===== config.mk =====
export PLATFORM = sky130hd
export DESIGN_NAME = fetch_unit
export DESIGN_NICKNAME = d
export VERILOG_FILES = /design/src/rtl/fetch_unit_pkg.sv /design/src/rtl/fetch_fifo.sv /design/src/rtl/fetch_unit.sv
export SDC_FILE = /design/constraint.sdc
export NUM_CORES = 1
export LEC_CHECK = 0
export ABC_AREA = 1
export ABC_CLOCK_PERIOD_IN_PS = 7500
export CAP_MARGIN = 5
export CORE_ASPECT_RATIO = 1.25
export CORE_MARGIN = 1.5
export CORE_UTILIZATION = 64
export CTS_BUF_LIST = sky130_fd_sc_hd__clkbuf_16
export DETAILED_ROUTE_END_ITERATION = 6
export DONT_BUFFER_PORTS = 1
export PLACE_DENSITY = 0.82
export SLEW_MARGIN = 20
export SYNTH_ARGS = -nofsm -noshare
export SYNTH_HDL_FRONTEND = slang
export SYNTH_HIERARCHICAL = 1
export SYNTH_SLANG_ARGS = --single-unit

===== constraint.sdc =====
create_clock -name clk -period 7.5 [get_ports clk]
set_clock_uncertainty 0.15 [all_clocks]
set_input_delay 1.5 -clock clk [delete_from_list [all_inputs] [get_ports clk]]
set_output_delay 1.5 -clock clk [all_outputs]
set_load 0.005 [all_outputs]

===== src/rtl/fetch_unit_pkg.sv =====
// Shared definitions for the instruction fetch stage: default word width,
// FSM state encodings and the PC reset vector.
package fetch_unit_pkg;

  localparam int WORD_W_DEF = 16;

  localparam logic [15:0] PC_RESET_VEC = 16'h0000;

  typedef enum logic {
    ST_BOOT = 1'b0,
    ST_RUN  = 1'b1
  } state_t;

endpackage


===== src/rtl/fetch_fifo.sv =====
// DEPTH-entry synchronous FIFO of {word, addr} for the fetch stage.
// flush empties the FIFO and takes priority over push and pop.
// The head entry is presented combinationally on dout.
module fetch_fifo #(
  parameter int DEPTH = 2,
  parameter int W     = 32
) (
  input  logic                     clk,
  input  logic                     reset,
  input  logic                     push,
  input  logic                     pop,
  input  logic                     flush,
  input  logic [W-1:0]             din,
  output logic [W-1:0]             dout,
  output logic [$clog2(DEPTH):0]   occ
);

  localparam int PTR_W = $clog2(DEPTH);

  logic [W-1:0]     mem [DEPTH];
  logic [PTR_W-1:0] rd_ptr;
  logic [PTR_W-1:0] wr_ptr;

  // Pointer and occupancy update; pointers wrap naturally modulo DEPTH.
  always_ff @(posedge clk or posedge reset) begin
    if (reset) begin
      rd_ptr <= '0;
      wr_ptr <= '0;
      occ    <= '0;
    end else if (flush) begin
      rd_ptr <= '0;
      wr_ptr <= '0;
      occ    <= '0;
    end else begin
      if (push) wr_ptr <= wr_ptr + PTR_W'(1);
      if (pop)  rd_ptr <= rd_ptr + PTR_W'(1);
      occ <= occ + (PTR_W+1)'(push) - (PTR_W+1)'(pop);
    end
  end

  // Storage write; contents need no reset because occ gates validity.
  always_ff @(posedge clk) begin
    if (push && !flush) mem[wr_ptr] <= din;
  end

  assign dout = mem[rd_ptr];

endmodule


===== src/rtl/fetch_unit.sv =====
// Instruction fetch stage. Drives the PC control strobes, reads the
// synchronous ROM at the PC address and buffers returned words for decode.
// Optional macro FETCH_STALL_CNT_EN adds a saturating stall_cnt output that
// counts RUN cycles where decode was ready but no word was available.
//
// Handshake: a word transfers on any cycle where instr_valid and instr_ready
// are both high; instr_valid never depends combinationally on instr_ready or
// redir_valid, and a presented word is held stable until taken or a redirect.
//
// When the FIFO is empty the word returning from the ROM is forwarded
// straight to decode, so a fresh fetch reaches decode one cycle after issue.
module fetch_unit
  import fetch_unit_pkg::*;
#(
  parameter int DEPTH  = 2,
  parameter int WORD_W = WORD_W_DEF
) (
  input  logic              clk,
  input  logic              reset,
  input  logic [WORD_W-1:0] pc_addr,
  output logic [WORD_W-1:0] pc_in,
  output logic              pc_load,
  output logic              pc_inc,
  output logic              pc_reset,
  output logic [WORD_W-1:0] rom_addr,
  input  logic [WORD_W-1:0] rom_data,
  input  logic              redir_valid,
  input  logic [WORD_W-1:0] redir_addr,
  output logic [WORD_W-1:0] instr,
  output logic [WORD_W-1:0] instr_pc,
  output logic              instr_valid,
  input  logic              instr_ready
`ifdef FETCH_STALL_CNT_EN
  ,
  output logic [31:0]       stall_cnt
`endif
);

  localparam int OCC_W = $clog2(DEPTH) + 1;

  state_t              state;
  state_t              state_nxt;
  logic                run;
  logic                inflight;
  logic [WORD_W-1:0]   cap_addr;
  logic [WORD_W-1:0]   last_word;
  logic [WORD_W-1:0]   last_pc;
  logic [2*WORD_W-1:0] fifo_dout;
  logic [OCC_W-1:0]    occ;
  logic [OCC_W:0]      pending;
  logic                fifo_empty;
  logic                deq;
  logic                issue;
  logic                push;
  logic                pop;
  logic                flush;

  assign run        = (state == ST_RUN);
  assign rom_addr   = pc_addr;
  assign fifo_empty = (occ == '0);

  // Words already committed to the buffer after this cycle's dequeue.
  assign pending = {1'b0, occ} + (OCC_W+1)'(inflight) - (OCC_W+1)'(deq);
  assign issue   = run && !redir_valid && (pending < (OCC_W+1)'(DEPTH));

  assign instr_valid = !fifo_empty || inflight;
  assign deq         = instr_valid && instr_ready;
  assign pop         = deq && !fifo_empty;
  assign push        = inflight && !redir_valid && !(fifo_empty && deq);
  assign flush       = run && redir_valid;

  // Head selection: buffered entry, else the returning ROM word, else hold.
  always_comb begin
    if (!fifo_empty) begin
      instr    = fifo_dout[2*WORD_W-1:WORD_W];
      instr_pc = fifo_dout[WORD_W-1:0];
    end else if (inflight) begin
      instr    = rom_data;
      instr_pc = cap_addr;
    end else begin
      instr    = last_word;
      instr_pc = last_pc;
    end
  end

  // State register: BOOT while reset is held, RUN from the first edge after.
  always_ff @(posedge clk or posedge reset) begin
    if (reset) state <= ST_BOOT;
    else       state <= state_nxt;
  end

  // Next state and PC control strobes.
  always_comb begin
    state_nxt = state;
    pc_reset  = 1'b0;
    pc_load   = 1'b0;
    pc_inc    = 1'b0;
    pc_in     = WORD_W'(PC_RESET_VEC);
    case (state)
      ST_BOOT: begin
        pc_reset  = 1'b1;
        state_nxt = ST_RUN;
      end
      ST_RUN: begin
        if (redir_valid) begin
          pc_load = 1'b1;
          pc_in   = redir_addr;
        end else begin
          pc_inc = issue;
        end
      end
      default: state_nxt = ST_BOOT;
    endcase
  end

  // Outstanding ROM read tracking; a redirect cancels the returning word.
  always_ff @(posedge clk or posedge reset) begin
    if (reset) begin
      inflight <= 1'b0;
      cap_addr <= '0;
    end else begin
      inflight <= issue;
      if (issue) cap_addr <= pc_addr;
    end
  end

  // Last delivered word, shown on instr/instr_pc while nothing is valid.
  always_ff @(posedge clk or posedge reset) begin
    if (reset) begin
      last_word <= '0;
      last_pc   <= '0;
    end else if (deq) begin
      last_word <= instr;
      last_pc   <= instr_pc;
    end
  end

  fetch_fifo #(
    .DEPTH (DEPTH),
    .W     (2 * WORD_W)
  ) u_fifo (
    .clk   (clk),
    .reset (reset),
    .push  (push),
    .pop   (pop),
    .flush (flush),
    .din   ({rom_data, cap_addr}),
    .dout  (fifo_dout),
    .occ   (occ)
  );

`ifdef FETCH_STALL_CNT_EN
  // Saturating count of RUN cycles where decode waited on an empty stage.
  always_ff @(posedge clk or posedge reset) begin
    if (reset) begin
      stall_cnt <= '0;
    end else if (run && instr_ready && !instr_valid && (stall_cnt != 32'hFFFF_FFFF)) begin
      stall_cnt <= stall_cnt + 32'd1;
    end
  end
`endif

endmodule


* Yosys cells after proc, flatten, opt, wreduce, memory -nomap -nowiden *
Memories as Yosys holds them, arrays and structs flattened.
Index checks and enable logic that the tools add are counted.

storage, ports and cells
  bits in registers = 54
  bits in writable memories = 64
  bits of input ports = 52
  output and inout bits = 68
  logic and storage cells = 51
  memories = 1

operators by class
  add/sub/neg operators = 6
  magnitude comparators = 1
  mux-type cells = 18
  reduce and logical (&&, ||, !) cells = 17

memories
  memory      depth  bits a word  rd ports  clocked after memory_dff  wr ports  line              source
  u_fifo.mem  2      32           1         0                         1         fetch_fifo.sv:20  logic [W-1:0] mem [DEPTH];

operators by type and width
  operator                                                               number
  16-bit 2-to-1 mux                                                      6
  1-bit 2-to-1 mux                                                       11
  1-bit logical AND                                                      9
  1-bit logical NOT                                                      4
  2-bit nonzero test                                                     2
  2-bit by 1-bit adder with 3-bit output                                 1
  3-bit by 2-bit < comparator with 1-bit output (second input constant)  1
  3-bit by 1-bit subtractor with 3-bit output                            1
  1-bit adder (second input constant)                                    2
  2-bit by 1-bit adder with 2-bit output                                 1
  2-bit logical NOT                                                      1
  2-bit 2-to-1 mux                                                       1
  2-bit by 1-bit subtractor with 2-bit output                            1
  1-bit logical OR                                                       1

* Longest topological paths before layout *
Gate-level depths: netlist (run 1).

  word-level depth = 10
  depth in mapped cells = 13
  gate-level depth less buffers = 11

* Modules after synthesis *
Netlist (run 1), hierarchy kept.

by module, submodules not included
  module      times used  cells an instance  area an instance (um^2)  seq. area each (um^2)
  fetch_unit  1           514                3248.1                   1251.2
  fetch_fifo  1           128                2673.8                   2021.9

* Worst setup path before layout (run 1) *
OpenSTA, ideal clock, no wires.

  path type = input-to-output
  from = input instr_ready
  to = output pc_inc
  data arrival time = 2.919 ns
  required time = 5.850 ns
  slack = 2.931 ns
  stages = 9
  buffers on the path = 2
  cell sequence = nand2_4 > buf_4 > nor2_1 > fa_1 > nand2_1 > nor2_2 > nand2_4 > buf_6 > inv_1

on the way
  word-level cells in the longest chain between the ends = 6

RTL lines
  element                                        line               source
  from (decl)                                    fetch_unit.sv:32   input logic instr_ready
  1-bit logical AND                              fetch_unit.sv:67   assign deq = instr_valid && instr_ready;
  3-bit by 1-bit subtractor with 3-bit output    fetch_unit.sv:63   assign pending = {1'b0, occ} + (OCC_W+1)'(inflight) - (OCC_W+1)'(deq);
  3-bit by 2-bit < comparator with 1-bit output  fetch_unit.sv:64   assign issue = run && !redir_valid && (pending < (OCC_W+1)'(DEPTH));
  1-bit logical AND                              fetch_unit.sv:64
  1-bit 2-to-1 mux                               fetch_unit.sv:105  if (redir_valid) begin
  1-bit 2-to-1 mux                               fetch_unit.sv:99   case (state)
  to (decl)                                      fetch_unit.sv:23   output logic pc_inc,

No other way between the ends.

* Worst setup path in the final report (run 1) *
  from = register u_fifo.occ[1]
  to = output pc_inc

on the way
  word-level cells in the longest chain between the ends = 9
  elaborated cells between the ends (all ways) = 10
  classes of those cells = 2 x add/sub; 1 x order compare; 2 x mux; 5 x reduce/logical

RTL lines
  element                                        line               source
  from (decl)                                    fetch_fifo.sv:15   output logic [$clog2(DEPTH):0] occ
  from (signal assigned)                         fetch_fifo.sv:37   occ <= occ + (PTR_W+1)'(push) - (PTR_W+1)'(pop);
  2-bit logical NOT                              fetch_unit.sv:60   assign fifo_empty = (occ == '0);
  1-bit logical NOT                              n/a
  1-bit logical OR                               fetch_unit.sv:66   assign instr_valid = !fifo_empty || inflight;
  via instr_valid                                fetch_unit.sv:31   output logic instr_valid,
  1-bit logical AND                              fetch_unit.sv:67
  3-bit by 1-bit subtractor with 3-bit output    fetch_unit.sv:63
  3-bit by 2-bit < comparator with 1-bit output  fetch_unit.sv:64
  1-bit logical AND                              fetch_unit.sv:64
  1-bit 2-to-1 mux                               fetch_unit.sv:105
  1-bit 2-to-1 mux                               fetch_unit.sv:99

The timed path passes the listed nets, and every way through them passes these cells.

==> results of run 1 <==
-- through the flow --
step	hold slack (ps)	util (%)	cell area, sq um	std cells	total power [W]
2_1_floorplan	299	-	5920	642	0.00173
3_3_place_gp	311	63.4	5750	723	0.00183
3_5_place_dp	315	63.4	5750	723	0.00188
4_1_cts	330	69.8	6340	755	0.00266
5_1_grt	355	69.8	6340	755	0.00283
6_report	330	69.8	6340	755	0.00265
-- routing by layer --
layer / GRT usage [%] / vias to the layer above / wire length [um]
met4: 11.0 / 0 / 267
li1: - / 1925 / -
met2: 43.6 / 174 / 6310
met3: 8.59 / 25 / 894
met5: 0 / - / 0
met1: 31.0 / 1923 / 4610
-- power groups by stage --
stage          clock network (W)  logic (W)  registers (W)
6_report                0.000774   0.000882       0.000992
5_1_grt                 0.000812    0.00101        0.00101
4_1_cts                 0.000779   0.000891       0.000989
3_5_place_dp                   0   0.000878       0.000998
3_3_place_gp                   0   0.000844       0.000987
2_1_floorplan                  0   0.000799       0.000930
-- worst max-delay path by stage --
| stage | depth (start not counted) | slack [ps] | end |
|---|---|---|---|
| after floorplan | 9 | 2930 | pc_inc |
| after global placement | 8 | 2470 | pc_inc |
| after detailed placement | 8 | 2390 | pc_inc |
| after CTS | 9 | 1980 | pc_inc |
| after global routing | 9 | 1730 | pc_inc |
| final | 9 | 2050 | pc_inc |
-- critical path, stage by stage, from the launching register on --
cell     delay [ps]
dfrtp_1         480
nor2_4          760
nand2_4         140
nand2_4         360
nor2_1          120
fa_1            530
nand2_1          70
nor2_2          520
nand2_4         240
inv_1           160
-- cell usage after synthesis --
cell type	count	area (sq um)
mux2_2	4	45.0
nor2_4	1	11.3
nor2_1	22	82.6
edfxtp_1	64	1920
xnor2_2	1	16.3
buf_2	9	45.0
a211oi_1	1	7.51
nand3_1	52	260
o21ai_0	2	10.0
a21oi_1	2	10.0
buf_4	23	173
inv_2	3	11.3
nor2_2	1	6.26
inv_1	94	353
nand2_1	263	987
mux2_4	28	420
conb_1	1	3.75
clkbuf_1	3	11.3
buf_6	5	56.3
buf_12	3	60.1
nand2_4	3	33.8
dfrtp_1	54	1350
fa_1	1	20.0
ha_1	2	25.0
-- registers in the layout, indices dropped and copies added, names as in the netlist --
signal         cells
u_fifo/mem        64
cap_addr          16
last_pc           16
last_word         16
u_fifo/occ         2
inflight           1
run                1
u_fifo/rd_ptr      1
u_fifo/wr_ptr      1
-- final cells by class --
type | count | area, sq um | area share (%)
sequential | 118 | 3270 | 51.7
tap | 123 | 154 | 2.43
clock buffer | 19 | 475 | 7.50
timing repair buffer | 1 | 7.51 | 0.118
multi-input combinational | 384 | 1950 | 30.8
clock inverter | 13 | 106 | 1.68
inverter | 97 | 365 | 5.77
-- cells by family after synthesis --
family | after synthesis | share of synthesized area (%)
buffers and inverters | 140 | 12.0
multiplexers | 32 | 7.86
flip-flops | 118 | 55.3
other | 1 | 0.0633
AO/OA/AOI/OAI | 5 | 0.465
XOR/XNOR | 1 | 0.275
adder cells (fa/ha/maj) | 3 | 0.761
AND/OR/NAND/NOR | 342 | 23.3
==> summary.txt, run 1 <==
PD cells: 418 nW/um^2
Gate power share: 33.3%
Clk_lat worst skew: 410 ps
Port buffer count: 0
Reg2Reg Depth: 10
Placer Congestion: 0.867
Synth Area per Inst: 9.22 sq um
Drt drc: 0
Remaining Overflow, GRT: 0
Setup CP Type: flop to primary output
Vias: 4047
Worst R2R End: cap_addr[10]
Final Hold Violating Endpoints: 0
Die Y: 111 um
Yosys reg bits: 118
Max Clock Freq: 0.183 GHz
Core Region: 9080 sq um
Crit path capture type: primary output
Post-CTS setup buffers: 0
Setup tns final: 0 ps
Initial antenna violation count: 0
Antenna Diode Count: 0
Pint: 0.00164 W
Critical path arrival: 3800 ps
Switching power: 0.00101 W
Period utilization: 72.7%
Global-route wire length before repair: 19300 um
Status: completed
Fillers: 678
WP data required: 5850 ps
Post-DRT Antenna Nets: 0
Kind of start point of the critical path: flop
Min-delay worst type: flop to flop
WHS Path Cells: 2
CTS tree: built
# setup viols final: 0
Power share of the sequential group: 37.5%
Layout cells sized above 1: 12.0%
Post-layout nets: 674
Total CTS buffers: 17
Vias in the first global route: 4031
Syn nets: 697
Max-cap viol count: 0
H-tree levels: 4
RR Startpoint: u_fifo/occ[1]
Hold EP: last_word[2]
DR vias/cell: 5.36
Area delta synth->final: 7.01%
Sink Count: 118
Most common cell after layout, fill and taps aside: nand2_1
Drt initial violations: 248
Post-Syn Area: 5920 sq um
Final WL: 12100 um
All-Layer GR Usage: 26.3%
Maximum vdd drop: 269 uV
Largest net degree at the start of global routing: 51
Resize count post-CTS: 0
Final Slew Violations: 0
Worst Max-Slew Pin Slew: 1090 ps
Fin crit period: 5450 ps
Synth cell types: 24
Setup ws final: 2050 ps
WL per Instance: 16.0 um
# rows: 39
Sequential area share after synthesis: 55.3%
Initial Utilization: 65.2%
Sw Ratio: 38.2%
CTS root buffer: clkbuf_16
Clock Power Share: 29.2%
CTS Hold Buffers Added: 0
Drt first pass iters: 5
Crit Path Max Fanout: 36
Chip width: 89.0 um
Highest-count cells in the layout ignoring fill and taps: 263 x nand2_1, 95 x inv_1, 64 x edfxtp_1, 53 x dfrtp_1, 52 x nand3_1
Critical Path Source: u_fifo/occ[1]
IO Pins: 120
Hold_sp: last_word[2]
DP HPWL: 7610 um
Yosys synthesis warning count: 6
Clock Path Buffers: 2
Worst-path clk slew: 50 ps
Slew HR: 27.3%
Die area: 9840 sq um
Mapped Cells: 642
RSZ-0062 raised after global routing: false
Leak pwr: 3.17 nW
Reg-to-reg slack, setup: 3810 ps
Setup WS pre-CTS: 2390 ps
Power figures use the tool's default switching activity.
==> run 2, diff against run 1 <==
--- a/config.mk
+++ b/config.mk
@@ -5,16 +5,16 @@
 export SDC_FILE = /design/constraint.sdc
 export NUM_CORES = 1
 export LEC_CHECK = 0
-export ABC_AREA = 1
-export ABC_CLOCK_PERIOD_IN_PS = 7500
+export ABC_AREA = 0
+export ABC_CLOCK_PERIOD_IN_PS = 4700
 export CAP_MARGIN = 5
 export CORE_ASPECT_RATIO = 1.25
 export CORE_MARGIN = 1.5
-export CORE_UTILIZATION = 64
+export CORE_UTILIZATION = 57
 export CTS_BUF_LIST = sky130_fd_sc_hd__clkbuf_16
 export DETAILED_ROUTE_END_ITERATION = 6
 export DONT_BUFFER_PORTS = 1
-export PLACE_DENSITY = 0.82
+export PLACE_DENSITY = 0.77
 export SLEW_MARGIN = 20
 export SYNTH_ARGS = -nofsm -noshare
 export SYNTH_HDL_FRONTEND = slang
==> constraint.sdc (replaced) <==
create_clock -name clk -period 4.7 [get_ports clk]
set_clock_uncertainty 0.15 [all_clocks]
set_input_delay 0.94 -clock clk [delete_from_list [all_inputs] [get_ports clk]]
set_output_delay 0.94 -clock clk [all_outputs]
set_load 0.005 [all_outputs]
==> summary.txt, run 2 <==
Status: completed
Fin crit period: 3310 ps
WL per Instance: 20.3 um (+27%)
Maximum vdd drop: 365 uV (+36%)
Final Cell Area: 6200 sq um (-2.1%)
Synth Area per Inst: 12.5 sq um (+36%)
Area delta synth->final: 8.54%
DP Area: 5630 sq um (-2.1%)
Design Power: 0.00430 W (+62%)
Total CTS buffers: 17 (unchanged)
Sequential area share after synthesis: 57.3% (+2.0 points)
Final Hold Violating Endpoints: 0 (unchanged)
DR vias/cell: 6.04 (+13%)
H-tree levels: 4 (unchanged)
DP HPWL: 6990 um (-8.1%)
CTS root buffer: clkbuf_16
Synth top area cells: edfxtp_1 34%, dfrtp_1 24%, mux2_4 10%
Vias in the first global route: 3510 (-13%)
Top cell type by total area after synthesis: edfxtp_1
All-Layer GR Usage: 23.0% (-3.4 points)
Predominant post-synthesis flop cell: edfxtp_1
Post-synth EDFFs: 64 (unchanged)
Syn nets: 512 (-27%)
Reg with most FFs: u_fifo/mem
Post-synth top cells: 69 x nor2_1, 65 x a21oi_1, 64 x edfxtp_1
CP max-delay cell: dfrtp_2
# setup viols final: 0 (unchanged)
Layout cells sized above 1: 20.1% (+8.1 points)
Final Slew Violations: 0 (unchanged)
Kind of start point of the critical path: flop
RSZ-0062 raised after global routing: false
Setup CP Type: flop to primary output
Placer Congestion: 0.776 (-10%)
IO Pins: 120 (unchanged)
Yosys top cell area share: 33.6% (+1.2 points)
Crit path capture type: primary output
Max Clock Freq: 0.302 GHz
Slew HR: 24.1% (-3.2 points)
Vias: 3466 (-14%)
Max reg flops: 64 (unchanged)
Most frequent cell after synthesis: nor2_1
CTS Hold Buffers Added: 0 (unchanged)
Post-Syn Area: 5720 sq um (-3.5%)
Met1 Usage GRT: 25.6% (-5.4 points)
Reg-to-reg slack, setup: 1530 ps (-2280 ps)
Resize count post-CTS: 0 (unchanged)
Worst Max-Slew Pin Slew: 1140 ps (+48.3 ps)
Asr flop ratio synth: 45.8% (unchanged)
Drt initial violations: 221 (-11%)
CTS tree: built
WP buf/inv: 0 (-1)
Initial Utilization: 59.2% (-6.1 points)
Post-CTS setup buffers: 0 (unchanged)
Chip width: 92.6 um (+4.0%)
Post-DRT Antenna Nets: 0 (unchanged)
Post-layout nets: 490 (-27%)
Die area: 10600 sq um (+8.1%)
Cells along the critical path: nor2_1, nor3b_1, fa_1, xor2_2, nor3_1
Delay-heaviest family, CP: flip-flops
Drt first pass iters: 4 (-1)
Clock Path Buffers: 2 (unchanged)
Setup tns final: 0 ps (unchanged)
Initial antenna violation count: 1 (+1)
WP data required: 3610 ps (-2240 ps)
Leak pwr: 2.37 nW (-25%)
Yosys synthesis warning count: 6 (unchanged)
Period utilization: 70.4%
Final WL: 11600 um (-3.6%)
Most common cell after layout, fill and taps aside: nor2_1
Largest net degree at the start of global routing: 52 (+2.0%)
Sink Count: 118 (unchanged)
Critical path arrival: 2220 ps (-1580 ps)
Mapped Cells: 457 (-29%)
Die Y: 115 um (+4.0%)
PD cells: 693 nW/um^2 (+66%)
# rows: 40 (+2.6%)
Drt drc: 0 (unchanged)
Yosys reg bits: 118 (unchanged)
Min-delay worst type: input pin to async pin
Highest-count cells in the layout ignoring fill and taps: 68 x nor2_1, 65 x a21oi_1, 64 x edfxtp_1, 52 x dfrtp_1, 38 x mux2_4
Worst-path clk slew: 50 ps (about the same)
GRT met2 Usage: 41.3% (-2.3 points)
M3 GR Usage: 6.42% (-2.2 points)
Port buffer count: 0 (unchanged)
Core Region: 9660 sq um (+6.4%)
Global-route wire length before repair: 18200 um (-5.7%)
Grt peak-use layer: met2
Clk_lat worst skew: 400 ps (about the same)
Synth cell types: 35 (+46%)
Max-cap viol count: 0 (unchanged)
Peak per-stage delay on the critical path: 600 ps (-160 ps)
Crit Path Max Fanout: 19 (-47%)
Remaining Overflow, GRT: 0 (unchanged)
## run 2: cell count changes in the layout (fill, tap and decap cells not counted), sizes merged, moves of 32 or more
cell,change
a21oi,+63
inv,-92
mux2i,+32
nand2,-264
nand3,-52
nor2,+45
o22ai,+32
## run 2: cell families after synthesis
group	share of synthesized area, %
buffers and inverters	6.02
multiplexers	17.6
AND/OR/NAND/NOR	7.84
XOR/XNOR	1.14
AO/OA/AOI/OAI	9.35
adder cells (fa/ha/maj)	0.788
flip-flops	57.3
other	0.0656
## run 2: stage by stage
stage / worst slack [ps] / hold slack (ps) / cells / util [%]
after floorplan: 95.1 / 331 / 457 / -
after global placement: 1410 / 355 / 541 / 58.3
after detailed placement: 1330 / 365 / 541 / 58.3
after CTS: 1000 / 153 / 572 / 64.0
after global routing: 1290 / 169 / 573 / 64.2
final: 1390 / 160 / 574 / 64.2
## run 2: metal layers
| metal | routed length (um) | vias to the layer above | part of all wire, % |
|---|---|---|---|
| met5 | 16 | - | 0.14 |
| met4 | 145 | 2 | 1.2 |
| met3 | 669 | 13 | 5.7 |
| met2 | 6280 | 94 | 54 |
| met1 | 4540 | 1758 | 39 |
| li1 | - | 1599 | - |
## run 2: path summary, 6_finish.rpt
check / end / cells after the start / start
worst max-delay path: pc_inc / 5 / inflight
worst min-delay path: u_fifo/occ[1] / 1 / reset
worst max register to register: u_fifo/mem[0][11] / 6 / inflight
worst min register to register: last_pc[14] / 2 / last_pc[14]
max in group asynchronous: inflight / 1 / reset
min in group clk: last_pc[14] / 2 / last_pc[14]
## run 2: worst register-to-register path: cells and delay by family, from the launching register on
| family | cells | cell delay [ps] |
|---|---|---|
| AO/OA/AOI/OAI | 1 | 190 |
| buffers and inverters | 3 | 840 |
| flip-flops | 1 | 700 |
| AND/OR/NAND/NOR | 2 | 960 |
## run 2: report_power, final
part / internal (W) / total (W) / switching, W / leakage, nW
registers: 0.00139 / 0.00169 / 0.000297 / 1.19
logic: 0.000682 / 0.00143 / 0.000744 / 0.912
clock network: 0.000760 / 0.00118 / 0.000423 / 0.269
total: 0.00283 / 0.00430 / 0.00146 / 2.37
## run 2: area by class of cell
type / count / area [sq um]
antenna: 1 / 2.50
multi-input combinational: 285 / 2120
clock buffer: 17 / 425
fill: 706 / 3450
inverter: 5 / 20.0
timing repair buffer: 8 / 85.1
sequential: 118 / 3280
clock inverter: 14 / 121
tap: 126 / 158
